==> src/rtl/multicycle_control.sv <==
// Multi-cycle RISC-V control unit. It runs one instruction per FETCH/DECODE/EXEC/MEM/WB pass,
// drives the datapath strobes and the memory handshake, and counts retired instructions.
module multicycle_control #(
  parameter int OPCODE_W     = 7,
  parameter int ALUOP_W      = 2,
  parameter int MEM_WAIT_MAX = 15,
  parameter int RET_CNT_W    = 32
) (
  input  logic                 clk,
  input  logic                 rst_n,
  input  logic [OPCODE_W-1:0]  opcode,
  input  logic                 alu_zero,
  input  logic                 mem_ready,
  output logic                 mem_req,
  output logic                 mem_we,
  output logic                 i_or_d,
  output logic                 ir_write,
  output logic                 pc_write,
  output logic [1:0]           pc_src,
  output logic [1:0]           alu_src_a,
  output logic [1:0]           alu_src_b,
  output logic [ALUOP_W-1:0]   alu_op,
  output logic                 reg_write,
  output logic [1:0]           mem_to_reg,
  output logic                 fault,
  output logic [2:0]           state,
  output logic [RET_CNT_W-1:0] instr_retired
);

  typedef enum logic [2:0] {
    FETCH  = 3'd0,
    DECODE = 3'd1,
    EXEC   = 3'd2,
    MEM    = 3'd3,
    WB     = 3'd4,
    FAULT  = 3'd5
  } state_t;

  typedef enum logic [2:0] {
    CLS_R, CLS_I, CLS_LOAD, CLS_STORE, CLS_BR, CLS_JAL, CLS_JALR
  } cls_t;

  localparam int WAIT_W = (MEM_WAIT_MAX < 1) ? 1 : $clog2(MEM_WAIT_MAX + 1);
  localparam logic [WAIT_W-1:0] WAIT_LIM = WAIT_W'(MEM_WAIT_MAX);

  localparam logic [OPCODE_W-1:0] OP_R     = OPCODE_W'(7'b0110011);
  localparam logic [OPCODE_W-1:0] OP_I     = OPCODE_W'(7'b0010011);
  localparam logic [OPCODE_W-1:0] OP_LOAD  = OPCODE_W'(7'b0000011);
  localparam logic [OPCODE_W-1:0] OP_STORE = OPCODE_W'(7'b0100011);
  localparam logic [OPCODE_W-1:0] OP_BR    = OPCODE_W'(7'b1100011);
  localparam logic [OPCODE_W-1:0] OP_JAL   = OPCODE_W'(7'b1101111);
  localparam logic [OPCODE_W-1:0] OP_JALR  = OPCODE_W'(7'b1100111);

  localparam logic [ALUOP_W-1:0] ALU_ADD = ALUOP_W'(2'b00);
  localparam logic [ALUOP_W-1:0] ALU_SUB = ALUOP_W'(2'b01);
  localparam logic [ALUOP_W-1:0] ALU_RF  = ALUOP_W'(2'b10);
  localparam logic [ALUOP_W-1:0] ALU_IF  = ALUOP_W'(2'b11);

  state_t                 state_reg, state_next;
  cls_t                   class_reg, dec_cls;
  logic                   dec_legal;
  logic                   timeout;
  logic [WAIT_W-1:0]      wait_reg;
  logic [RET_CNT_W-1:0]   ret_reg;
  logic                   fault_reg;

  always_comb begin
    dec_cls   = CLS_R;
    dec_legal = 1'b1;
    case (opcode)
      OP_R:     dec_cls = CLS_R;
      OP_I:     dec_cls = CLS_I;
      OP_LOAD:  dec_cls = CLS_LOAD;
      OP_STORE: dec_cls = CLS_STORE;
      OP_BR:    dec_cls = CLS_BR;
      OP_JAL:   dec_cls = CLS_JAL;
      OP_JALR:  dec_cls = CLS_JALR;
      default:  dec_legal = 1'b0;
    endcase
  end

  // A ready that arrives on the limit cycle wins over the timeout.
  assign timeout = (MEM_WAIT_MAX != 0) && (wait_reg == WAIT_LIM) && !mem_ready;

  always_comb begin
    state_next = state_reg;
    mem_req    = 1'b0;
    mem_we     = 1'b0;
    i_or_d     = 1'b0;
    ir_write   = 1'b0;
    pc_write   = 1'b0;
    pc_src     = 2'b00;
    alu_src_a  = 2'b00;
    alu_src_b  = 2'b00;
    alu_op     = ALU_ADD;
    reg_write  = 1'b0;
    mem_to_reg = 2'b00;
    if (rst_n) begin
      case (state_reg)
        FETCH: begin
          mem_req   = 1'b1;
          alu_src_b = 2'b01;
          if (mem_ready) begin
            ir_write   = 1'b1;
            pc_write   = 1'b1;
            state_next = DECODE;
          end else if (timeout) begin
            state_next = FAULT;
          end
        end
        DECODE: begin
          alu_src_a  = 2'b10;
          alu_src_b  = 2'b10;
          state_next = dec_legal ? EXEC : FAULT;
        end
        EXEC: begin
          case (class_reg)
            CLS_R: begin
              alu_src_a  = 2'b01;
              alu_op     = ALU_RF;
              state_next = WB;
            end
            CLS_I: begin
              alu_src_a  = 2'b01;
              alu_src_b  = 2'b10;
              alu_op     = ALU_IF;
              state_next = WB;
            end
            CLS_LOAD, CLS_STORE: begin
              alu_src_a  = 2'b01;
              alu_src_b  = 2'b10;
              state_next = MEM;
            end
            CLS_BR: begin
              alu_src_a  = 2'b01;
              alu_op     = ALU_SUB;
              pc_write   = alu_zero;
              pc_src     = alu_zero ? 2'b01 : 2'b00;
              state_next = FETCH;
            end
            CLS_JAL: begin
              pc_write   = 1'b1;
              pc_src     = 2'b01;
              state_next = WB;
            end
            CLS_JALR: begin
              alu_src_a  = 2'b01;
              alu_src_b  = 2'b10;
              pc_write   = 1'b1;
              state_next = WB;
            end
            default: state_next = FAULT;
          endcase
        end
        MEM: begin
          mem_req = 1'b1;
          i_or_d  = 1'b1;
          mem_we  = (class_reg == CLS_STORE);
          if (mem_ready)
            state_next = (class_reg == CLS_STORE) ? FETCH : WB;
          else if (timeout)
            state_next = FAULT;
        end
        WB: begin
          reg_write  = 1'b1;
          if (class_reg == CLS_LOAD)
            mem_to_reg = 2'b01;
          else if (class_reg == CLS_JAL || class_reg == CLS_JALR)
            mem_to_reg = 2'b10;
          state_next = FETCH;
        end
        FAULT:   state_next = FAULT;
        default: state_next = FAULT;
      endcase
    end
  end

  always_ff @(posedge clk or negedge rst_n) begin
    if (!rst_n) begin
      state_reg <= FETCH;
      class_reg <= CLS_R;
      wait_reg  <= '0;
      ret_reg   <= '0;
      fault_reg <= 1'b0;
    end else begin
      state_reg <= state_next;
      if (state_reg == DECODE)
        class_reg <= dec_cls;
      if (state_reg != FAULT) begin
        if ((state_next == FETCH || state_next == MEM) && state_next != state_reg)
          wait_reg <= '0;
        else if (mem_req && !mem_ready)
          wait_reg <= wait_reg + 1'b1;
      end
      if (state_next == FETCH &&
          (state_reg == EXEC || state_reg == MEM || state_reg == WB))
        ret_reg <= ret_reg + 1'b1;
      if (state_next == FAULT)
        fault_reg <= 1'b1;
    end
  end

  assign state         = state_reg;
  assign fault         = fault_reg;
  assign instr_retired = ret_reg;

endmodule

==> config.mk <==
export PLATFORM = sky130hd
export DESIGN_NAME = multicycle_control
export DESIGN_NICKNAME = d
export VERILOG_FILES = /design/src/rtl/multicycle_control.sv
export SDC_FILE = /design/constraint.sdc
export NUM_CORES = 1
export LEC_CHECK = 0
export CAP_MARGIN = 0
export CELL_PAD_IN_SITES_DETAIL_PLACEMENT = 1
export CELL_PAD_IN_SITES_GLOBAL_PLACEMENT = 2
export CORE_ASPECT_RATIO = 2
export CORE_MARGIN = 2
export CORE_UTILIZATION = 25
export DETAILED_ROUTE_END_ITERATION = 10
export PLACE_DENSITY = 0.75
export SETUP_SLACK_MARGIN = 0.2
export SYNTH_ARGS = -nofsm -noshare
export SYNTH_HDL_FRONTEND = slang
export SYNTH_SLANG_ARGS = --single-unit
==> constraint.sdc <==
create_clock -name clk -period 3.27 [get_ports clk]
set_input_delay 0.4905 -clock clk [delete_from_list [all_inputs] [get_ports clk]]
set_output_delay 0.4905 -clock clk [all_outputs]
set_load 0.05 [all_outputs]
# Word level (Yosys, flattened, before mapping)
# Cells that the tools add are included.
[totals]
ff_bits = 43
inputBits = 11
elab_cells = 93
output_inout_bits = 52
[classes]
muxes = 43
n_addsub = 2
reduce_logical = 21
n_eq_ne = 22
[op_table]
columns = ["cell", "n"]
rows = [
  ["adder 32 x 1 -> 32 bit, second input constant", 1],
  ["== test 7 bit, second input constant", 3],
  ["2-to-1 mux 2 bit", 9],
  ["2-to-1 mux 3 bit", 6],
  ["case mux 3 bit (6 select lines)", 1],
  ["2-to-1 mux 1 bit", 17],
  ["== test 3 x 2 -> 1 bit, second input constant", 5],
  ["== test 3 bit, second input constant", 5],
  ["case mux 3 bit (5 select lines)", 1],
  ["== test 7 x 6 -> 1 bit, second input constant", 2],
  ["case mux 2 bit (3 select lines)", 2],
  ["logical NOT 3 bit", 3],
  ["case mux 3 bit (3 select lines)", 1],
  ["2-to-1 mux 4 bit", 2],
  ["OR reduction 4 bit", 2],
  ["== test 7 x 2 -> 1 bit, second input constant", 1],
  ["== test 7 x 5 -> 1 bit, second input constant", 1],
  ["OR reduction 7 bit", 1],
  ["== test 3 x 1 -> 1 bit, second input constant", 2],
  ["case mux 1 bit (2 select lines)", 3],
  ["OR reduction 2 bit", 3],
  ["OR reduction 6 bit", 1],
  ["adder 4 x 1 -> 4 bit, second input constant", 1],
  ["== test 4 bit, second input constant", 1],
  ["other kinds (8)", 14],
]

# Longest topological paths before layout
[depth]
ltp_word = 11
depth_mapped = 8
depth_no_buf = 7

# Least setup slack after synthesis
# No wires, ideal clock.
[synth_timing]
path_type = "register to output"
from = "register state_reg[1] (netlist: state[1])"
to = "output alu_src_b[1]"
stages_incl_launch_ff = 7
t_required_ns = 2.779
setup_slack_ns = -0.116
n_path_buf = 2
arrival_ns = 2.896
cell_sequence = "dfrtp_1 -> buf_4 -> clkbuf_1 -> nand3_1 -> a21oi_1 -> o21ai_0 -> o21ai_0"
[synth_via]
elab_chain_cells = 3
elab_cells_between_ends = 5
classes_between = "eq/ne: 2; mux: 2; reduce/logical: 1"
[synth_rtl]
columns = ["item", "line", "text"]
rows = [
  ["start, declared", "59", "state_t state_reg, state_next;"],
  ["start signal, assigned", "186", "state_reg <= state_next;"],
  ["== test 3 x 2 -> 1 bit (tied with other cells)", "99", "case (state_reg)"],
  ["case mux 2 bit (3 select lines) *", "99", ""],
  ["2-to-1 mux 2 bit *", "98", "if (rst_n) begin"],
  ["end, declared", "21", "output logic [1:0] alu_src_b,"],
]
# Every way passes the cells marked *; elsewhere a longest branch is shown, timed or not.

# Final worst setup path
[layout_timing]
from = "register state_reg[0] (netlist: state[0])"
to = "output alu_src_b[1]"
# The elaborated chain is that of the path after synthesis.

==> key figures <==
Detailed routing
  • Iter 0 DRT Violations: 38
  • WL/cell: around 17 um
  • Via density: between 4 and 5
  • DRC viols: 0
  • 1st-pass router iterations: 4
  • Total wire length: 7.948 mm
  • Final ANT Viol Nets: 0
  • Routed vias: roughly 2400

Power and ir drop
  • Pwr/cell area: around 630 nW/um^2
  • Peak VDD IR: roughly 0.40 mV
  • Leakage: about 1.6 nW
  • Clk network pwr share: 0.296
  • Comb pwr share: 0.395
  • Internal power: 1.325 mW
  • NetSw: a little over 900 uW
  • Sequential power share: 0.310
  • Sw Share: 0.4061

Critical path
  • CP arrival: roughly 2.3 ns
  • Worst Setup Start Kind: flop
  • Critical path's largest stage delay: 0.82 ns
  • Slowest stage cell, crit path: clkdlybuf4s50_1
  • Largest fanout on the critical path: 5
  • Worst endpoint required time: ~2.8 ns
  • CP Capture Type: output pin
  • CP cell instances: nor2_1 > nand3_1 > a21oi_2 > o21ai_0 > o21ai_0 > clkdlybuf4s50_1
  • CP most frequent cell: o21ai_0
  • Critical path type: flop to output pin

Outcome
  • Status: completed

Timing
  • Relative slew slack: 0.6033
  • Worst Max-Slew Pin Slew: just under 0.6 ns
  • Final worst setup slack: ~0.50 ns
  • Final min period: 2.769 ns
  • Fmax achieved: approximately 0.36 GHz
  • Final setup TNS: 0 ns
  • Max-slew violations: 0
  • Hold_ws: about 0.090 ns
  • Clock skew: 0.008008 ns
  • Final setup violation count: 0
  • Final Hold Vio Count: 0
  • RSZ-0062 raised after global routing: no
  • Final worst path period share: 0.8469

Finish
  • Final cell count without fillers: ~480
  • Layout area overhead: 36.54%
  • Nets: 354
  • Layout cells sized above 1: 0.09357
  • Diodes inserted: 0
  • Design area: 3548 um^2
  • Max reg flops: 32

Place
  • Placed insts: 469
  • Area after DPL: ~3400 um^2
  • Setup WS pre-CTS: between 0.4 and 0.5 ns
  • DPL Wire Length: about 6.1 mm
  • Placer congestion estimate: approximately 0.82
  • Port Buffers: 61

Floorplanning
  • Die Y: ~150 um
  • Core area: 10150 um^2
  • IO Pins: 63
  • Initial core utilization: 0.2560
  • Die W: roughly 76 um
  • Core Rows: between 50 and 60
  • Die ar.: 11280 um^2

Flow run
  • MaxCap Viol Count: 0

Synth
  • Area of the mapped netlist: 2599 um^2
  • Yosys warnings: 0
  • Area leader, netlist: dfrtp_1
  • Avg Cell Area, Syn: 9.248 um^2
  • Yosys reg bits: 43
  • Predominant post-synthesis flop cell: dfrtp_1
  • Top cells by count, synth: dfrtp_1, xor2_1, nor2_1
  • Post-synth top area share: 0.4141
  • Netlist cell types: 55
  • Synth area leaders: dfrtp_1, xor2_1, nor2_1, nor4_2, nor3_1
  • Post-synth ARST share: 1.000
  • Cells after Synth: about 280
  • EDFF count, synth: 0
  • Seq/Total Area, Yosys: 0.4141
  • Top-count cell post-synth: dfrtp_1
  • Mapped Nets: 294

Clock tree
  • Clk sink count: 43
  • Post-CTS Setup Repair Bufs: 0
  • Hold buffer count at CTS: 0
  • Clk buf depth: 2
  • CTS resizes: 0
  • H-tree Lvls: 2
  • Number of CTS-inserted buffers: 5
  • Root Driver: clkbuf_16
  • Clock slew at the register clock pins of the worst setup and hold paths: roughly 0.06 ns
  • Worst-Skew Late Latency: between 0.2 and 0.3 ns
  • CTS tree: yes

GRT
  • Vias in the first global route: approximately 2500
  • First-pass GRT wire length: 12.90 mm
  • Gr usage total: 0.1434
  • Initial antenna violation count: 0
  • GRT overflow: 0
  • Largest net degree at the start of global routing: 38

Hold path
  • Min-delay worst type: input port to asynchronous set/reset pin
## cell families after synthesis
group	synth area share
compound gates	0.09244
other cells	0.001443
mux	0.01204
buf+inv	0.04285
xor+xnor	0.1247
flops	0.4141
fa+ha+maj	0.009628
simple gates	0.3028
## cell usage in the layout, fill, tap and decap left out, drive strengths merged, types with 2 or more instances in the layout
cell type and instances:
bufinv 2, nor2b 2, a21oi 4, and2 3, nand3 16, and4 2, clkdlybuf4s50 57, o22ai 2
xnor2 4, a2111oi 2, nand3b 2, or2 3, clkbuf 6, mux2i 2, nand2b 9, buf 12
and3 6, nor3 19, dfrtp 43, nor2 27, o311a 2, nand4 9, a211oi 2, o21ai 7
nand2 20, inv 7, nor4 13, xor2 33, or3b 3, a31oi 2, ha 2
## metal layers
layer / vias to the layer above / share of wire / track usage
met1: 1180 / 0.36 / 0.1388
met3: 19 / 0.029 / 0.02184
li1: 1120 / - / -
met4: 0 / 0.035 / 0.06636
met2: 54 / 0.58 / 0.2902
met5: - / 0 / 0
## through the flow
stage | power, mW | util
floorplan | 1.275 | -
global placement | 1.581 | 0.3310
detailed placement | 1.590 | 0.3310
CTS | 2.263 | 0.3496
global route | 2.355 | 0.3496
finish | 2.231 | 0.3496
## cell type report
cell class,instances,area (um^2)
fill,1215,6601
multi-input combinational,215,1418
sequential,43,1076
timing repair buffer,69,670.6
tap,135,168.9
clock buffer,6,128.9
clock inverter,2,60.06
inverter,7,26.28
## critical path, delay by kind of cell (launching register included)
family,cells,cell delay [ns]
buf+inv,1,0.82
simple gates,2,0.41
flops,1,0.41
compound gates,3,0.35
## power by group through the flow
| stage | Clock, mW | Combinational [mW] | Sequential (mW) |
|---|---|---|---|
| floorplan | 0 | 0.483 | 0.791 |
| global placement | 0 | 0.882 | 0.699 |
| detailed placement | 0 | 0.889 | 0.701 |
| CTS | 0.680 | 0.892 | 0.692 |
| global route | 0.699 | 0.950 | 0.706 |
| finish | 0.659 | 0.881 | 0.691 |
## final timing paths
check | from | end | slack, ns | cells past startpoint
min in group clk | fault | fault | 0.48 | 2
max in group asynchronous | rst_n | instr_retired[14] | 2.43 | 2
setup reg to reg | state[0] | instr_retired[1] | 0.86 | 7
hold reg to reg | fault | fault | 0.48 | 2
setup / recovery | state[0] | alu_src_b[1] | 0.50 | 6
hold / removal | rst_n | fault | 0.09 | 1
(Power assumes the default switching activity.)
